$ cat src/rtl/display_pkg.sv
// Shared raster timing description for the display timing generator.
package display_pkg;

    // Horizontal/vertical phase widths plus sync polarities.
    typedef struct packed {
        int unsigned h_res;
        int unsigned h_fp;
        int unsigned h_sync;
        int unsigned h_bp;
        int unsigned v_res;
        int unsigned v_fp;
        int unsigned v_sync;
        int unsigned v_bp;
        logic        h_pol;
        logic        v_pol;
    } timing_t;

    typedef struct packed {
        int unsigned h;
        int unsigned v;
    } totals_t;

    // 640x480@60, 25.175 MHz pixel clock, both syncs active-low.
    localparam timing_t TIMING_640X480 = '{
        h_res: 640, h_fp: 16, h_sync: 96, h_bp: 48,
        v_res: 480, v_fp: 10, v_sync: 2,  v_bp: 33,
        h_pol: 1'b0, v_pol: 1'b0
    };

    // Pixels per line and lines per frame.
    function automatic totals_t total(timing_t t);
        totals_t r;
        r.h = t.h_res + t.h_fp + t.h_sync + t.h_bp;
        r.v = t.v_res + t.v_fp + t.v_sync + t.v_bp;
        return r;
    endfunction

endpackage

$ cat src/rtl/display_if.sv
// Raster output bundle: coordinates, syncs, strobes and their delayed copies.
interface display_if #(
    parameter int unsigned CORDW = 11
);
    logic [CORDW-1:0] sx;
    logic [CORDW-1:0] sy;
    logic             hsync;
    logic             vsync;
    logic             de;
    logic             line;
    logic             frame;
    logic             hsync_d;
    logic             vsync_d;
    logic             de_d;
    logic             frame_d;

    modport master (
        output sx, sy, hsync, vsync, de, line, frame,
        output hsync_d, vsync_d, de_d, frame_d
    );

    modport slave (
        input sx, sy, hsync, vsync, de, line, frame,
        input hsync_d, vsync_d, de_d, frame_d
    );
endinterface

$ cat src/rtl/sync_delay.sv
// Fixed-latency shift register with an async reset to a per-bit value.
module sync_delay #(
    parameter int unsigned    W       = 1,
    parameter int unsigned    LAT     = 2,
    parameter logic [W-1:0]   RST_VAL = '0
) (
    input  logic         i_clk,
    input  logic         i_rst_n,
    input  logic [W-1:0] i_d,
    output logic [W-1:0] o_q
);

    if (LAT == 0) begin : g_bypass
        assign o_q = i_d;
    end else begin : g_pipe
        logic [W-1:0] r_pipe [LAT];

        // Shift one stage per clock; reset parks every stage at RST_VAL.
        always_ff @(posedge i_clk or negedge i_rst_n) begin
            if (!i_rst_n) begin
                for (int i = 0; i < int'(LAT); i++) r_pipe[i] <= RST_VAL;
            end else begin
                r_pipe[0] <= i_d;
                for (int i = 1; i < int'(LAT); i++) r_pipe[i] <= r_pipe[i-1];
            end
        end

        assign o_q = r_pipe[LAT-1];
    end

endmodule

$ cat src/rtl/display_timings.sv
// Pixel-clock raster timing generator with LAT-delayed sync/de/frame copies.
module display_timings
    import display_pkg::*;
#(
    parameter int unsigned CORDW  = 11,
    parameter int unsigned H_RES  = TIMING_640X480.h_res,
    parameter int unsigned H_FP   = TIMING_640X480.h_fp,
    parameter int unsigned H_SYNC = TIMING_640X480.h_sync,
    parameter int unsigned H_BP   = TIMING_640X480.h_bp,
    parameter int unsigned V_RES  = TIMING_640X480.v_res,
    parameter int unsigned V_FP   = TIMING_640X480.v_fp,
    parameter int unsigned V_SYNC = TIMING_640X480.v_sync,
    parameter int unsigned V_BP   = TIMING_640X480.v_bp,
    parameter bit          H_POL  = TIMING_640X480.h_pol,
    parameter bit          V_POL  = TIMING_640X480.v_pol,
    parameter int unsigned LAT    = 2
) (
    input  logic      clk_pix,
    input  logic      rst_pix_n,
    display_if.master bus
);

    localparam timing_t TIM = '{
        h_res: H_RES, h_fp: H_FP, h_sync: H_SYNC, h_bp: H_BP,
        v_res: V_RES, v_fp: V_FP, v_sync: V_SYNC, v_bp: V_BP,
        h_pol: H_POL, v_pol: V_POL
    };
    localparam totals_t     TOT     = total(TIM);
    localparam int unsigned H_TOTAL = TOT.h;
    localparam int unsigned V_TOTAL = TOT.v;

    if (CORDW == 0 || H_RES == 0 || H_FP == 0 || H_SYNC == 0 || H_BP == 0 ||
        V_RES == 0 || V_FP == 0 || V_SYNC == 0 || V_BP == 0) begin : g_err_zero
        $error("display_timings: every width parameter must be non-zero");
    end
    if (LAT > 15) begin : g_err_lat
        $error("display_timings: LAT must be 0..15");
    end
    if ($clog2(H_TOTAL) > CORDW || $clog2(V_TOTAL) > CORDW) begin : g_err_cordw
        $error("display_timings: CORDW too narrow for H_TOTAL-1 or V_TOTAL-1");
    end

    localparam logic [CORDW-1:0] H_LAST = CORDW'(H_TOTAL - 1);
    localparam logic [CORDW-1:0] V_LAST = CORDW'(V_TOTAL - 1);
    localparam logic [CORDW-1:0] H_ACT  = CORDW'(H_RES);
    localparam logic [CORDW-1:0] V_ACT  = CORDW'(V_RES);
    localparam logic [CORDW-1:0] HS_BEG = CORDW'(H_RES + H_FP);
    localparam logic [CORDW-1:0] HS_END = CORDW'(H_RES + H_FP + H_SYNC);
    localparam logic [CORDW-1:0] VS_BEG = CORDW'(V_RES + V_FP);
    localparam logic [CORDW-1:0] VS_END = CORDW'(V_RES + V_FP + V_SYNC);

    logic [CORDW-1:0] r_sx, r_sy;
    logic [CORDW-1:0] w_sx_nxt, w_sy_nxt;
    logic             r_hsync, r_vsync, r_de, r_line, r_frame;
    logic             w_hsync, w_vsync, w_de, w_line, w_frame;
    logic [3:0]       w_dly;

    // Next raster position: sx wraps every line, sy steps only on that wrap.
    always_comb begin
        w_sx_nxt = r_sx + 1'b1;
        w_sy_nxt = r_sy;
        if (r_sx == H_LAST) begin
            w_sx_nxt = '0;
            w_sy_nxt = (r_sy == V_LAST) ? '0 : r_sy + 1'b1;
        end
    end

    // Decode from the next position so registered outputs line up with sx/sy.
    always_comb begin
        w_hsync = (w_sx_nxt >= HS_BEG && w_sx_nxt < HS_END) ? H_POL : ~H_POL;
        w_vsync = (w_sy_nxt >= VS_BEG && w_sy_nxt < VS_END) ? V_POL : ~V_POL;
        w_de    = (w_sx_nxt < H_ACT) && (w_sy_nxt < V_ACT);
        w_line  = (w_sx_nxt == '0);
        w_frame = (w_sx_nxt == '0) && (w_sy_nxt == '0);
    end

    // Reset parks the raster on the last pixel so the first edge starts a frame.
    always_ff @(posedge clk_pix or negedge rst_pix_n) begin
        if (!rst_pix_n) begin
            r_sx    <= H_LAST;
            r_sy    <= V_LAST;
            r_hsync <= ~H_POL;
            r_vsync <= ~V_POL;
            r_de    <= 1'b0;
            r_line  <= 1'b0;
            r_frame <= 1'b0;
        end else begin
            r_sx    <= w_sx_nxt;
            r_sy    <= w_sy_nxt;
            r_hsync <= w_hsync;
            r_vsync <= w_vsync;
            r_de    <= w_de;
            r_line  <= w_line;
            r_frame <= w_frame;
        end
    end

    sync_delay #(
        .W       (4),
        .LAT     (LAT),
        .RST_VAL ({~H_POL, ~V_POL, 1'b0, 1'b0})
    ) u_sync_delay (
        .i_clk   (clk_pix),
        .i_rst_n (rst_pix_n),
        .i_d     ({r_hsync, r_vsync, r_de, r_frame}),
        .o_q     (w_dly)
    );

    assign bus.sx      = r_sx;
    assign bus.sy      = r_sy;
    assign bus.hsync   = r_hsync;
    assign bus.vsync   = r_vsync;
    assign bus.de      = r_de;
    assign bus.line    = r_line;
    assign bus.frame   = r_frame;
    assign bus.hsync_d = w_dly[3];
    assign bus.vsync_d = w_dly[2];
    assign bus.de_d    = w_dly[1];
    assign bus.frame_d = w_dly[0];

endmodule

$ cat src/flat_wrapper.sv
// flat-port wrapper written by rule: the top's interface ports become plain ports
module display_timings_flat import display_pkg::*;
#(
    parameter int unsigned CORDW  = 11,
    parameter int unsigned H_RES  = TIMING_640X480.h_res,
    parameter int unsigned H_FP   = TIMING_640X480.h_fp,
    parameter int unsigned H_SYNC = TIMING_640X480.h_sync,
    parameter int unsigned H_BP   = TIMING_640X480.h_bp,
    parameter int unsigned V_RES  = TIMING_640X480.v_res,
    parameter int unsigned V_FP   = TIMING_640X480.v_fp,
    parameter int unsigned V_SYNC = TIMING_640X480.v_sync,
    parameter int unsigned V_BP   = TIMING_640X480.v_bp,
    parameter bit          H_POL  = TIMING_640X480.h_pol,
    parameter bit          V_POL  = TIMING_640X480.v_pol,
    parameter int unsigned LAT    = 2
)
  (clk_pix, rst_pix_n, bus_sx, bus_sy, bus_hsync, bus_vsync, bus_de, bus_line, bus_frame, bus_hsync_d, bus_vsync_d, bus_de_d, bus_frame_d);
  display_if #(.CORDW(CORDW)) bus_i ();
  input  logic clk_pix;
  input  logic rst_pix_n;
  output wire logic [$bits(bus_i.sx)-1:0] bus_sx;
  output wire logic [$bits(bus_i.sy)-1:0] bus_sy;
  output wire logic [$bits(bus_i.hsync)-1:0] bus_hsync;
  output wire logic [$bits(bus_i.vsync)-1:0] bus_vsync;
  output wire logic [$bits(bus_i.de)-1:0] bus_de;
  output wire logic [$bits(bus_i.line)-1:0] bus_line;
  output wire logic [$bits(bus_i.frame)-1:0] bus_frame;
  output wire logic [$bits(bus_i.hsync_d)-1:0] bus_hsync_d;
  output wire logic [$bits(bus_i.vsync_d)-1:0] bus_vsync_d;
  output wire logic [$bits(bus_i.de_d)-1:0] bus_de_d;
  output wire logic [$bits(bus_i.frame_d)-1:0] bus_frame_d;
  assign bus_sx = bus_i.sx;
  assign bus_sy = bus_i.sy;
  assign bus_hsync = bus_i.hsync;
  assign bus_vsync = bus_i.vsync;
  assign bus_de = bus_i.de;
  assign bus_line = bus_i.line;
  assign bus_frame = bus_i.frame;
  assign bus_hsync_d = bus_i.hsync_d;
  assign bus_vsync_d = bus_i.vsync_d;
  assign bus_de_d = bus_i.de_d;
  assign bus_frame_d = bus_i.frame_d;
  display_timings #(.CORDW(CORDW), .H_RES(H_RES), .H_FP(H_FP), .H_SYNC(H_SYNC), .H_BP(H_BP), .V_RES(V_RES), .V_FP(V_FP), .V_SYNC(V_SYNC), .V_BP(V_BP), .H_POL(H_POL), .V_POL(V_POL), .LAT(LAT)) u_core (.clk_pix(clk_pix), .rst_pix_n(rst_pix_n), .bus(bus_i));
endmodule
$ cat config.mk
export PLATFORM = sky130hd
export DESIGN_NAME = display_timings_flat
export DESIGN_NICKNAME = d
export VERILOG_FILES = /design/src/rtl/display_pkg.sv /design/src/rtl/display_if.sv /design/src/rtl/sync_delay.sv /design/src/rtl/display_timings.sv /design/src/flat_wrapper.sv
export SDC_FILE = /design/constraint.sdc
export NUM_CORES = 1
export LEC_CHECK = 0
export BUFFER_PORTS_ARGS = -buffer_cell sky130_fd_sc_hd__buf_2
export CORE_UTILIZATION = 59
export DETAILED_ROUTE_END_ITERATION = 8
export PLACE_DENSITY = 0.9
export SETUP_SLACK_MARGIN = 0.1
export SYNTH_ARGS = -nofsm -noshare
export SYNTH_HDL_FRONTEND = slang
export SYNTH_SLANG_ARGS = --single-unit
$ cat constraint.sdc
create_clock -name clk_pix -period 3.4 [get_ports clk_pix]
set_input_delay 0 -clock clk_pix [delete_from_list [all_inputs] [get_ports clk_pix]]
set_output_delay 0 -clock clk_pix [all_outputs]
set_load 0.05 [all_outputs]
**Yosys cells after proc, flatten, opt, wreduce, memory -nomap -nowiden**

Cells that the tools add are included.

- Bits in registers: 35
- Logic and storage cells: 30

- Multiplexer cells: 5
- Reductions and logical operators: 6
- Equality and inequality tests: 2
- Add/subtract/negate cells: 2
- Order comparisons: 6

Operator list:

| cell | number |
|---|---|
| 11-bit 2-to-1 mux | 3 |
| 11-bit by 1-bit adder with 11-bit output (second input constant) | 2 |
| 11-bit by 10-bit equality test with 1-bit output (second input constant) | 2 |
| 11-bit logical NOT | 2 |
| 11-bit by 10-bit < comparator with 1-bit output (second input constant) | 2 |
| 11-bit by 9-bit < comparator with 1-bit output (second input constant) | 2 |
| 11-bit by 10-bit greater-or-equal comparator with 1-bit output (second input constant) | 1 |
| 11-bit by 9-bit greater-or-equal comparator with 1-bit output (second input constant) | 1 |
| 1-bit logical AND | 4 |
| 1-bit 2-to-1 mux | 2 |

**Longest topological paths before layout**

Gate-level depths: netlist (run 1).

- Depth in word-level cells: 6
- Mapped depth: 9

**Hierarchy**

Synthesis (run 1) repeated with hierarchy kept, for this count alone.

- Cell total of the unflattened synthesis: 171
- Area total of the unflattened synthesis: 1766.7 um2

Modules (own cells, without submodules):

| module | cells each | seq. area each (um2) | instances | area each (um2) |
|---|---|---|---|---|
| display_timings | 159 | 690.7 | 1 | 1531.5 |
| sync_delay | 12 | 205.2 | 1 | 235.2 |

**Least setup slack after synthesis (run 1)**

No wires, ideal clock.

- Path kind: register to register
- Start point: register u_core.r_sx[0], in the netlist u_core.bus.sx[0]
- End point: register u_core.r_frame, in the netlist u_core.bus.frame
- Setup time: 0.121 ns
- Setup slack: 0.903 ns
- Cell stages (with the launch flop): 9
- Arrival time: 2.376 ns
- Period minus slack after synthesis: 2.497 ns
- Required time: 3.279 ns
- Cells stage by stage: dfstp_2 ha_1 and4_4 clkbuf_8 and3_2 nand4_2 xor2_1 a31oi_1 and4bb_1

- Longest elaborated chain between the ends: 4
- Elaborated cells on any way between the ends: 7

Ends and longest elaborated chain:

| element | RTL line | RTL |
|---|---|---|
| from (decl) | display_timings.sv:52 | `logic [CORDW-1:0] r_sx, r_sy;` |
| from (signal assigned) | display_timings.sv:88 | `r_sx <= w_sx_nxt;` |
| 11-bit by 1-bit adder with 11-bit output / 11-bit by 10-bit equality test with 1-bit output (equally long branches) | display_timings.sv:60, display_timings.sv:62 |  |
| 11-bit 2-to-1 mux | display_timings.sv:62 | `if (r_sx == H_LAST) begin` |
| 11-bit logical NOT | display_timings.sv:74 | `w_frame = (w_sx_nxt == '0) && (w_sy_nxt == '0);` |
| 1-bit logical AND * | display_timings.sv:74 |  |
| net u_core.w_frame | display_timings.sv:55 | `logic w_hsync, w_vsync, w_de, w_line, w_frame;` |
| to (signal assigned) | display_timings.sv:94 | `r_frame <= w_frame;` |
| to (decl) | display_timings.sv:54 | `logic r_hsync, r_vsync, r_de, r_line, r_frame;` |

The timed path passes the listed nets; every way through them passes the cells marked *.

**Final worst setup path (run 1)**

Ends and elaborated chain as after synthesis.

==> metrics.csv, run 1 <==
metric,value,unit
status,finished clean,
setup.worst_path.class,flop to flop,
ctsResizeCount,0,
timing.fmax,0.4233,GHz
ys.warnings.count,0,
numCtsBuffers,5,
coreArea,0.003028,mm2
crit_fanout,9,
io_pins,33,
slew_headroom,51.27,%
globalRouteOverflowTotal,0,
die_y,58.40,um
drtAntennaViolNets,0,
rsz0062_at_grt,no,
switching_share,20.81,%
drt_wl_total,3.621,mm
die_w,58.40,um
synth_largest_area_cell,dfrtp_1,
switching_power,150.6,uW
worstMarginPinSlew,0.7310,ns
avgSynthCellArea,10.48,um2
drv_cap,0,
firstDrtPassIters,6,
drive_above_1_share,31.46,%
area_delta_synth_final,13.20,%
tns,0,ns
diodes,0,
grt_max_degree,36,
cts.sinks,35,
gp_congestion,0.9168,
clkPwrFrac,41.2,%
clk_pin_slew_worst_paths,0.11,ns
cts_root_buf,clkbuf_4,
start_util,61.98,%
rows,20,
grt_antenna_before_repair,0,
cp.required,3.64,ns
tritoncts,yes,
wl_per_cell,14.09,um
powerDensity,340.6,mW/mm2
synth-seq-cells,35,
vias,1496,
synth.distinct_cells,54,
yosysSeqAreaShare,47.73,%
ys.flop_type,dfrtp_1,
timing.final.crit_share,69.49,%
post_cts_buffers,0,
combPwrFrac,1.2,%
end_kind,flop,
dieArea,0.003411,mm2
cts.path.max_buffers,2,
h-tree-depth,2,
clock_latency,0.34,ns
p_seq_share,57.7,%
slew_violations,0,
syn_nets,184,
grt_usage,22.97,%
synth-edff-count,0,
first_iter_violations,47,
ir_worst_vdd,402.4,uV
portBuffers,32,
critical_path_arrival,2.61,ns
syn_inst,179,
p_leak,0.0009546,uW
place_hpwl,2.614,mm
p_int,573.0,uW
avgViaCountPerCell,5.821,
start_kind,flop,
netlist_area,0.001877,mm2
setup_viol,0,
finalPower,723.6,uW
final_nets,217,
async_flop_share,100.0,%
finalCriticalPeriod,2.363,ns
drc,0,
hold_viol,0,
yosys-top-cells-area,"dfrtp_1, dfstp_2, xnor2_1, nand2_1, xor2_1",
yosysTopAreaCellShare,25.33,%
hp-class,primary input to asynchronous set/reset pin,
finClkSkew,0.01057,ns
grt_pass1_wl,5.913,mm
grt_pass1_vias,1323,
[cell usage in the layout, fill, tap and decap left out, types with 3 or more instances in the layout]
master	instances
a21o_1	4
o21ai_0	9
a21oi_1	3
nand3_1	10
xnor2_1	11
nor3b_1	3
inv_1	5
buf_2	32
dfrtp_1	19
nor2_1	14
nor3_1	4
nand4_1	5
xor2_1	7
and3_1	3
ha_1	3
nand2_1	17
dfstp_2	16
clkbuf_4	5
[cell usage after synthesis (2+ instances only)]
library cell and instances:
nand2_1 17, a21o_1 4, clkbuf_1 2, nand4_1 5, xnor2_1 11, xor2_1 7, o211ai_1 2, a21oi_1 3
nand3_1 10, nor3_1 4, dfstp_2 16, and3_1 3, a22o_1 2, nor2_1 14, ha_1 3, and2_1 2
buf_4 2, dfrtp_1 19, inv_1 5, nor3b_1 3, mux2i_1 2, o21ai_0 9, o32ai_1 2, buf_6 2
[worst max-delay path, cell delays in order (launching register included)]
cell	delay, ns
dfstp_2	0.58
ha_1	0.28
and4_4	0.32
and3_2	0.22
nand4_2	0.19
xor2_1	0.19
a31oi_1	0.24
and4bb_1	0.24
[final timing paths]
kind / start / endpoint / slack [ns] / cells past startpoint
worst max-delay path: u_core.bus.sx[0]$_DFF_PN1_ / u_core.bus.frame$_DFF_PN0_ / 1.04 / 7
worst min-delay path: rst_pix_n / u_core.bus.sx[7]$_DFF_PN0_ / 0.25 / 2
worst max register to register: u_core.bus.sx[0]$_DFF_PN1_ / u_core.bus.frame$_DFF_PN0_ / 1.04 / 7
worst min register to register: u_core.u_sync_delay.g_pipe.r_pipe[4]$_DFF_PN0_ / u_core.u_sync_delay.o_q[0]$_DFF_PN0_ / 0.36 / 0
max in group asynchronous: rst_pix_n / u_core.bus.sy[0]$_DFF_PN0_ / 2.68 / 2
min in group clk_pix: u_core.u_sync_delay.g_pipe.r_pipe[4]$_DFF_PN0_ / u_core.u_sync_delay.o_q[0]$_DFF_PN0_ / 0.36 / 0
[cell families (layout without fill, tap and decap cells)]
group / count (synthesis) / after routing / share of synthesized area [%]
AOI/OAI and AO/OA: 31 / 31 / 11.27
xor gates and xnor gates: 18 / 18 / 8.400
adders and majority gates: 3 / 3 / 2.000
buffers and inverters: 13 / 47 / 4.533
DFF: 35 / 35 / 47.73
muxes: 3 / 3 / 1.667
and+or+nand+nor: 76 / 76 / 24.40
[power by group through the flow]
| stage | logic (uW) | clock network [uW] | registers (uW) |
|---|---|---|---|
| after global routing | 10.3 | 322 | 417 |
| after global placement | 8.29 | 0 | 424 |
| final | 8.60 | 298 | 417 |
| after CTS | 9.34 | 304 | 417 |
| after detailed placement | 8.48 | 0 | 424 |
| after floorplan | 0.000378 | 0 | 424 |
[sequential cells by signal, summed over array words and instances, names as in the netlist]
| name | cells |
|---|---|
| u_core.bus.sy | 11 |
| u_core.bus.de | 1 |
| u_core.u_sync_delay.g_pipe.r_pipe | 4 |
| u_core.bus.frame | 1 |
| u_core.bus.line | 1 |
| u_core.bus.vsync | 1 |
| u_core.bus.sx | 11 |
| u_core.u_sync_delay.o_q | 4 |
| u_core.bus.hsync | 1 |
[metrics by stage]
| step | worst slack (ns) | instance area [um2] | utilization, % | instances | hold slack, ns |
|---|---|---|---|---|---|
| finish | 1.037 | 2125 | 70.17 | 257 | 0.2495 |
| floorplan | 0.9028 | 1877 | - | 179 | -0.2956 |
| global route | 0.9027 | 2125 | 70.17 | 257 | 0.3046 |
| CTS | 1.039 | 2125 | 70.17 | 257 | 0.2731 |
| detailed placement | 1.049 | 2033 | 67.15 | 248 | 0.1062 |
| global placement | 1.140 | 2033 | 67.15 | 248 | 0.09846 |
[per-layer routing]
metal	GRT usage (%)	up-vias	part of all wire (%)
met3	5.275	8	6.3
met2	35.63	62	46
met4	7.483	0	1.6
li1	-	715	-
met1	32.22	711	46
met5	0	-	0
[cell type report]
| cell class | count | area [um2] |
|---|---|---|
| timing repair buffer | 34 | 177.7 |
| sequential | 35 | 895.9 |
| inverter | 5 | 18.77 |
| multi-input combinational | 131 | 895.9 |
| clock buffer | 5 | 37.54 |
| clock inverter | 3 | 43.79 |
| tap | 44 | 55.05 |
| fill | 217 | 903.4 |
[repair_timing]
action	4_1_cts	5_1_grt
hold buffers	1	0
setup endpoints to repair	0	0
endpoints found under the hold margin	19	0
Power figures use the tool's default switching activity.
==> run 2: changes to the inputs <==
--- a/config.mk
+++ b/config.mk
@@ -6,9 +6,9 @@
 export NUM_CORES = 1
 export LEC_CHECK = 0
 export BUFFER_PORTS_ARGS = -buffer_cell sky130_fd_sc_hd__buf_2
-export CORE_UTILIZATION = 59
+export CORE_UTILIZATION = 50
 export DETAILED_ROUTE_END_ITERATION = 8
-export PLACE_DENSITY = 0.9
+export PLACE_DENSITY = 0.81
 export SETUP_SLACK_MARGIN = 0.1
 export SYNTH_ARGS = -nofsm -noshare
 export SYNTH_HDL_FRONTEND = slang
==> constraint.sdc (replaced) <==
create_clock -name clk_pix -period 2.1 [get_ports clk_pix]
set_input_delay 0 -clock clk_pix [delete_from_list [all_inputs] [get_ports clk_pix]]
set_output_delay 0 -clock clk_pix [all_outputs]
set_load 0.05 [all_outputs]
==> metrics.csv, run 2 (synthesis results as in run 1) <==
metric,value,unit,change
worstMarginPinSlew,0.7692,ns,+0.03824 ns
ir_worst_vdd,398.8,uV,-0.90%
violations,setup timing,,
final_nets,258,,+19%
area_delta_synth_final,39.07,%,
hp-class,primary input to asynchronous set/reset pin,,
h-tree-depth,2,,unchanged
diodes,0,,unchanged
rr_worst_depth,7,,unchanged
dieArea,0.004002,mm2,+17%
end_kind,flop,,
whs,0.3145,ns,+0.06502 ns
fin_cells,300,,+17%
die_y,63.27,um,+8.3%
grt_pass1_wl,7.500,mm,+27%
p_int,1030,uW,+80%
drv_cap,0,,unchanged
setup_ws,-0.1075,ns,-1.145 ns
cp.depth,7,,unchanged
start_kind,flop,,
critical_path_arrival,2.44,ns,-0.17 ns
firstDrtPassIters,5,,-1
crit_buf_inv,0,,unchanged
cts.sinks,35,,unchanged
n_fill_cell,218,,+0.46%
grt_max_degree,36,,unchanged
die_w,63.27,um,+8.3%
globalRouteOverflowTotal,0,,unchanged
slew_violations,0,,unchanged
drtAntennaViolNets,0,,unchanged
finalCriticalPeriod,2.207,ns,-0.1551 ns
place_hpwl,3.039,mm,+16%
cts.path.max_buffers,2,,unchanged
gp_congestion,0.8660,,-5.5%
clock_latency,0.29,ns,-0.05 ns
finalPower,1288,uW,+78%
tritoncts,yes,,
timing.final.crit_share,105.1,%,+36 points
timing.fmax,0.4530,GHz,+7.0%
layout_commonest_cell,buf_4,,
dp_slack,-0.06205,ns,-1.111 ns
drive_above_1_share,50.79,%,+19 points
hold_viol,0,,unchanged
clkPwrFrac,46.4,%,+5.2 points
switching_share,20.02,%,-0.80 points
p_leak,0.001195,uW,+25%
drc,0,,unchanged
crit_path_max_incr_delay,0.63,ns,+0.05 ns
final_cell_mix,"buf_4, buf_2, dfrtp_1",,
wl_per_cell,16.07,um,+14%
start_util,54.11,%,-7.9 points
coreArea,0.003468,mm2,+15%
switching_power,257.8,uW,+71%
first_iter_violations,121,,+160%
combPwrFrac,1.1,%,about the same
avgViaCountPerCell,5.640,,-3.1%
finClkSkew,0.009227,ns,-0.001341 ns
powerDensity,493.4,mW/mm2,+45%
io_pins,33,,unchanged
numCtsBuffers,5,,unchanged
vias,1692,,+13%
cp.required,2.33,ns,-1.31 ns
crit_fanout,6,,-3
rows,21,,+5.0%
dp_cells,279,,+13%
status,finished with violations,,
setup_viol,2,,+2
rsz0062_at_grt,yes,,
crit_chain,"ha_4, and4_4, nand4_1, nor2_2, mux2_4, nand3b_1, and4bb_1",,
p_seq_share,52.4,%,-5.3 points
clk_pin_slew_worst_paths,0.08,ns,-0.03 ns
slew_headroom,48.72,%,-2.5 points
grt_antenna_before_repair,0,,unchanged
portBuffers,32,,unchanged
crit_family,simple AND/OR/NAND/NOR gates,,
cts_root_buf,clkbuf_8,,
setup.worst_path.class,flop to flop,,
postLayoutCoreUtil,75.25,%,+5.1 points
grt_pass1_vias,1583,,+20%
drt_wl_total,4.820,mm,+33%
crit_slowest_cell,dfstp_4,,
grt_usage,24.76,%,+1.8 points
## run 2: layout make-up
class | instances | area, um2 | area share (%)
Clock buffer | 5 | 68.82 | 2.637
Multi-Input combinational cell | 131 | 1022 | 39.17
Sequential cell | 35 | 905.9 | 34.71
Inverter | 5 | 18.77 | 0.7191
Clock inverter | 3 | 43.79 | 1.678
Tap cell | 46 | 57.56 | 2.205
Timing Repair Buffer | 75 | 493.0 | 18.89
## run 2: per-stage QoR
step / setup TNS [ns] / area [um2]
6_report: -0.1672 / 2610
5_1_grt: -0.4389 / 2610
4_1_cts: -0.01069 / 2525
3_5_place_dp: -0.1185 / 2301
3_3_place_gp: 0 / 2301
2_1_floorplan: -0.3076 / 1931
## run 2: worst register-to-register path, delay by kind of cell (launching register included)
kind | cells | cell delay [ns]
fa+ha+maj | 1 | 0.13
mux | 1 | 0.32
simple gates | 5 | 1.06
flops | 1 | 0.63
## run 2: path summary, 6_finish.rpt
| check | start | to | slack, ns |
|---|---|---|---|
| setup / recovery | u_core.bus.sx[0]$_DFF_PN1_ | u_core.bus.frame$_DFF_PN0_ | -0.11 |
| hold / removal | rst_pix_n | u_core.u_sync_delay.g_pipe.r_pipe[4]$_DFF_PN0_ | 0.31 |
| setup reg to reg | u_core.bus.sx[0]$_DFF_PN1_ | u_core.bus.frame$_DFF_PN0_ | -0.11 |
| hold reg to reg | u_core.u_sync_delay.g_pipe.r_pipe[7]$_DFF_PN1_ | u_core.u_sync_delay.o_q[3]$_DFF_PN1_ | 0.36 |
| max in group asynchronous | rst_pix_n | u_core.bus.sy[0]$_DFF_PN0_ | 1.25 |
| min in group clk_pix | u_core.u_sync_delay.g_pipe.r_pipe[7]$_DFF_PN1_ | u_core.u_sync_delay.o_q[3]$_DFF_PN1_ | 0.36 |
## run 2: power by group through the flow
stage,sequential [uW],clock [uW],combinational (uW)
floorplan,687,0,0.000392
global placement,687,0,13.7
detailed placement,687,0,13.9
CTS,675,618,15.3
global route,675,645,17.2
finish,675,598,14.5
## run 2: layer usage
layer	vias to the layer above	share of wire [%]	GRT usage (%)
met5	-	0	0
met4	0	2.9	12.50
met3	16	7.1	6.341
met2	84	46	36.29
met1	794	44	33.80
li1	798	-	-
## run 2: what timing repair did
| action | 4_1_cts | 5_1_grt |
|---|---|---|
| pin swaps | 7 | 7 |
| endpoints found under the setup margin | 4 | 7 |
| gates resized for setup | 7 | 15 |
| hold buffers | 1 | 0 |
| endpoints found under the hold margin | 19 | 0 |
| setup buffers | 10 | 2 |
==> run 3: changes to the inputs <==
--- a/config.mk
+++ b/config.mk
@@ -7,7 +7,9 @@
 export LEC_CHECK = 0
 export BUFFER_PORTS_ARGS = -buffer_cell sky130_fd_sc_hd__buf_2
 export CORE_UTILIZATION = 50
+export CTS_CLUSTER_SIZE = 12
 export DETAILED_ROUTE_END_ITERATION = 8
+export MAX_ROUTING_LAYER = met4
 export PLACE_DENSITY = 0.81
 export SETUP_SLACK_MARGIN = 0.1
 export SYNTH_ARGS = -nofsm -noshare
==> metrics.csv, run 3 (synthesis results as in run 1) <==
metric,value,unit,change
first_iter_violations,126,,+4.1%
start_kind,flop,,
setup.worst_path.class,flop to flop,,
powerDensity,492.8,mW/mm2,-0.14%
rr_worst_depth,7,,unchanged
cp.required,2.33,ns,about the same
status,finished with violations,,
p_leak,0.001195,uW,unchanged
die_w,63.27,um,unchanged
numCtsBuffers,5,,unchanged
drtAntennaViolNets,0,,unchanged
drive_above_1_share,50.79,%,unchanged
grt_antenna_before_repair,0,,unchanged
coreArea,0.003468,mm2,unchanged
cts.sinks,35,,unchanged
final_cell_mix,"buf_4, buf_2, dfrtp_1",,
firstDrtPassIters,5,,unchanged
clock_latency,0.29,ns,about the same
whs,0.3116,ns,-0.002939 ns
die_y,63.27,um,unchanged
violations,setup timing,,
portBuffers,32,,unchanged
cts_root_buf,clkbuf_8,,
final_nets,258,,unchanged
hold_viol,0,,unchanged
grt_usage,25.47,%,+0.71 points
dieArea,0.004002,mm2,unchanged
globalRouteOverflowTotal,0,,unchanged
area_delta_synth_final,39.07,%,unchanged
grt_max_degree,36,,unchanged
slew_headroom,49.89,%,+1.2 points
wl_per_cell,16.16,um,+0.56%
vias,1717,,+1.5%
worstMarginPinSlew,0.7517,ns,-0.01747 ns
setup_viol,2,,unchanged
drc,0,,unchanged
hp-class,primary input to asynchronous set/reset pin,,
rsz0062_at_grt,yes,,
ir_worst_vdd,399.3,uV,+0.13%
end_kind,flop,,
drt_wl_total,4.847,mm,+0.56%
cts.path.max_buffers,2,,unchanged
timing.final.crit_share,105.1,%,about the same
fin_area,0.002610,mm2,unchanged
tritoncts,yes,,
h-tree-depth,2,,unchanged
rows,21,,unchanged
setup_ws,-0.1071,ns,+0.0003360 ns
avgViaCountPerCell,5.723,,+1.5%
grt_pass1_vias,1580,,-0.19%
critical_path_arrival,2.44,ns,about the same
io_pins,33,,unchanged
gp_congestion,0.8801,,+1.6%
slew_violations,0,,unchanged
start_util,54.11,%,unchanged
crit_fanout,6,,unchanged
diodes,0,,unchanged
place_area,0.002301,mm2,unchanged
drv_cap,0,,unchanged
finalCriticalPeriod,2.207,ns,-0.0003360 ns
grt_pass1_wl,7.500,mm,unchanged
layout_commonest_cell,buf_4,,
timing.fmax,0.4531,GHz,about the same
finClkSkew,0.007891,ns,-0.001336 ns
place_hpwl,3.039,mm,unchanged
clk_pin_slew_worst_paths,0.07,ns,about the same
## run 3: cell counts in the layout (fill, tap and decap cells not counted)
Identical to the previous run, type by type.
## run 3: report_power, final
part	internal (uW)	leakage, uW	switching (uW)
registers	675	0.000409	0
clock network	353	0.0000581	244
logic	1.85	0.000727	12.4
total	1030	0.00119	256
## run 3: final cells by class
type	instances	area, um2
inverters	5	18.77
multi-input cells	131	1022
clock buffers	5	68.82
clock inverters	3	43.79
fillers	218	858.3
flip-flops and latches	35	905.9
repair buffers	75	493.0
well taps	46	57.56
## run 3: routing by layer
| layer | vias to the layer above | global-route usage [%] | part of all wire, % |
|---|---|---|---|
| met4 | 0 | 12.50 | 3.0 |
| met1 | 802 | 33.80 | 43 |
| met3 | 16 | 6.341 | 7.9 |
| met5 | - | - | 0 |
| met2 | 102 | 36.29 | 46 |
| li1 | 797 | - | - |
## run 3: through the flow
stage	total power, uW	std cells	worst slack, ns	utilization [%]	setup TNS (ns)
2_1_floorplan	686.9	179	-0.1803	-	-0.3076
3_3_place_gp	700.4	279	0.005359	66.34	0
3_5_place_dp	700.7	279	-0.06205	66.34	-0.1185
4_1_cts	1308	298	-0.01069	72.80	-0.01069
5_1_grt	1337	300	-0.2014	75.25	-0.4428
6_report	1286	300	-0.1071	75.25	-0.1739
## run 3: what timing repair did
item / CTS / global route
hold buffers: 1 / 0
setup buffers: 10 / 2
pin swaps: 7 / 7
endpoints found under the setup margin: 4 / 7
gates resized for setup: 7 / 15
endpoints found under the hold margin: 19 / 0
## run 3: final timing paths
| kind | startpoint | to | slack [ns] |
|---|---|---|---|
| worst min-delay path | rst_pix_n | u_core.bus.sx[7]$_DFF_PN0_ | 0.31 |
| max in group asynchronous | rst_pix_n | u_core.bus.sy[0]$_DFF_PN0_ | 1.26 |
| worst min register to register | u_core.u_sync_delay.g_pipe.r_pipe[7]$_DFF_PN1_ | u_core.u_sync_delay.o_q[3]$_DFF_PN1_ | 0.36 |
| worst max register to register | u_core.bus.sx[0]$_DFF_PN1_ | u_core.bus.frame$_DFF_PN0_ | -0.11 |
| worst max-delay path | u_core.bus.sx[0]$_DFF_PN1_ | u_core.bus.frame$_DFF_PN0_ | -0.11 |
| min in group clk_pix | u_core.u_sync_delay.g_pipe.r_pipe[7]$_DFF_PN1_ | u_core.u_sync_delay.o_q[3]$_DFF_PN1_ | 0.36 |
## run 3: worst max-delay path: stages, from the launching register on
cell and delay [ns]:
dfstp_4 0.63, ha_4 0.13, and4_4 0.27, nand4_1 0.18
nor2_2 0.20, mux2_4 0.32, nand3b_1 0.16, and4bb_1 0.26
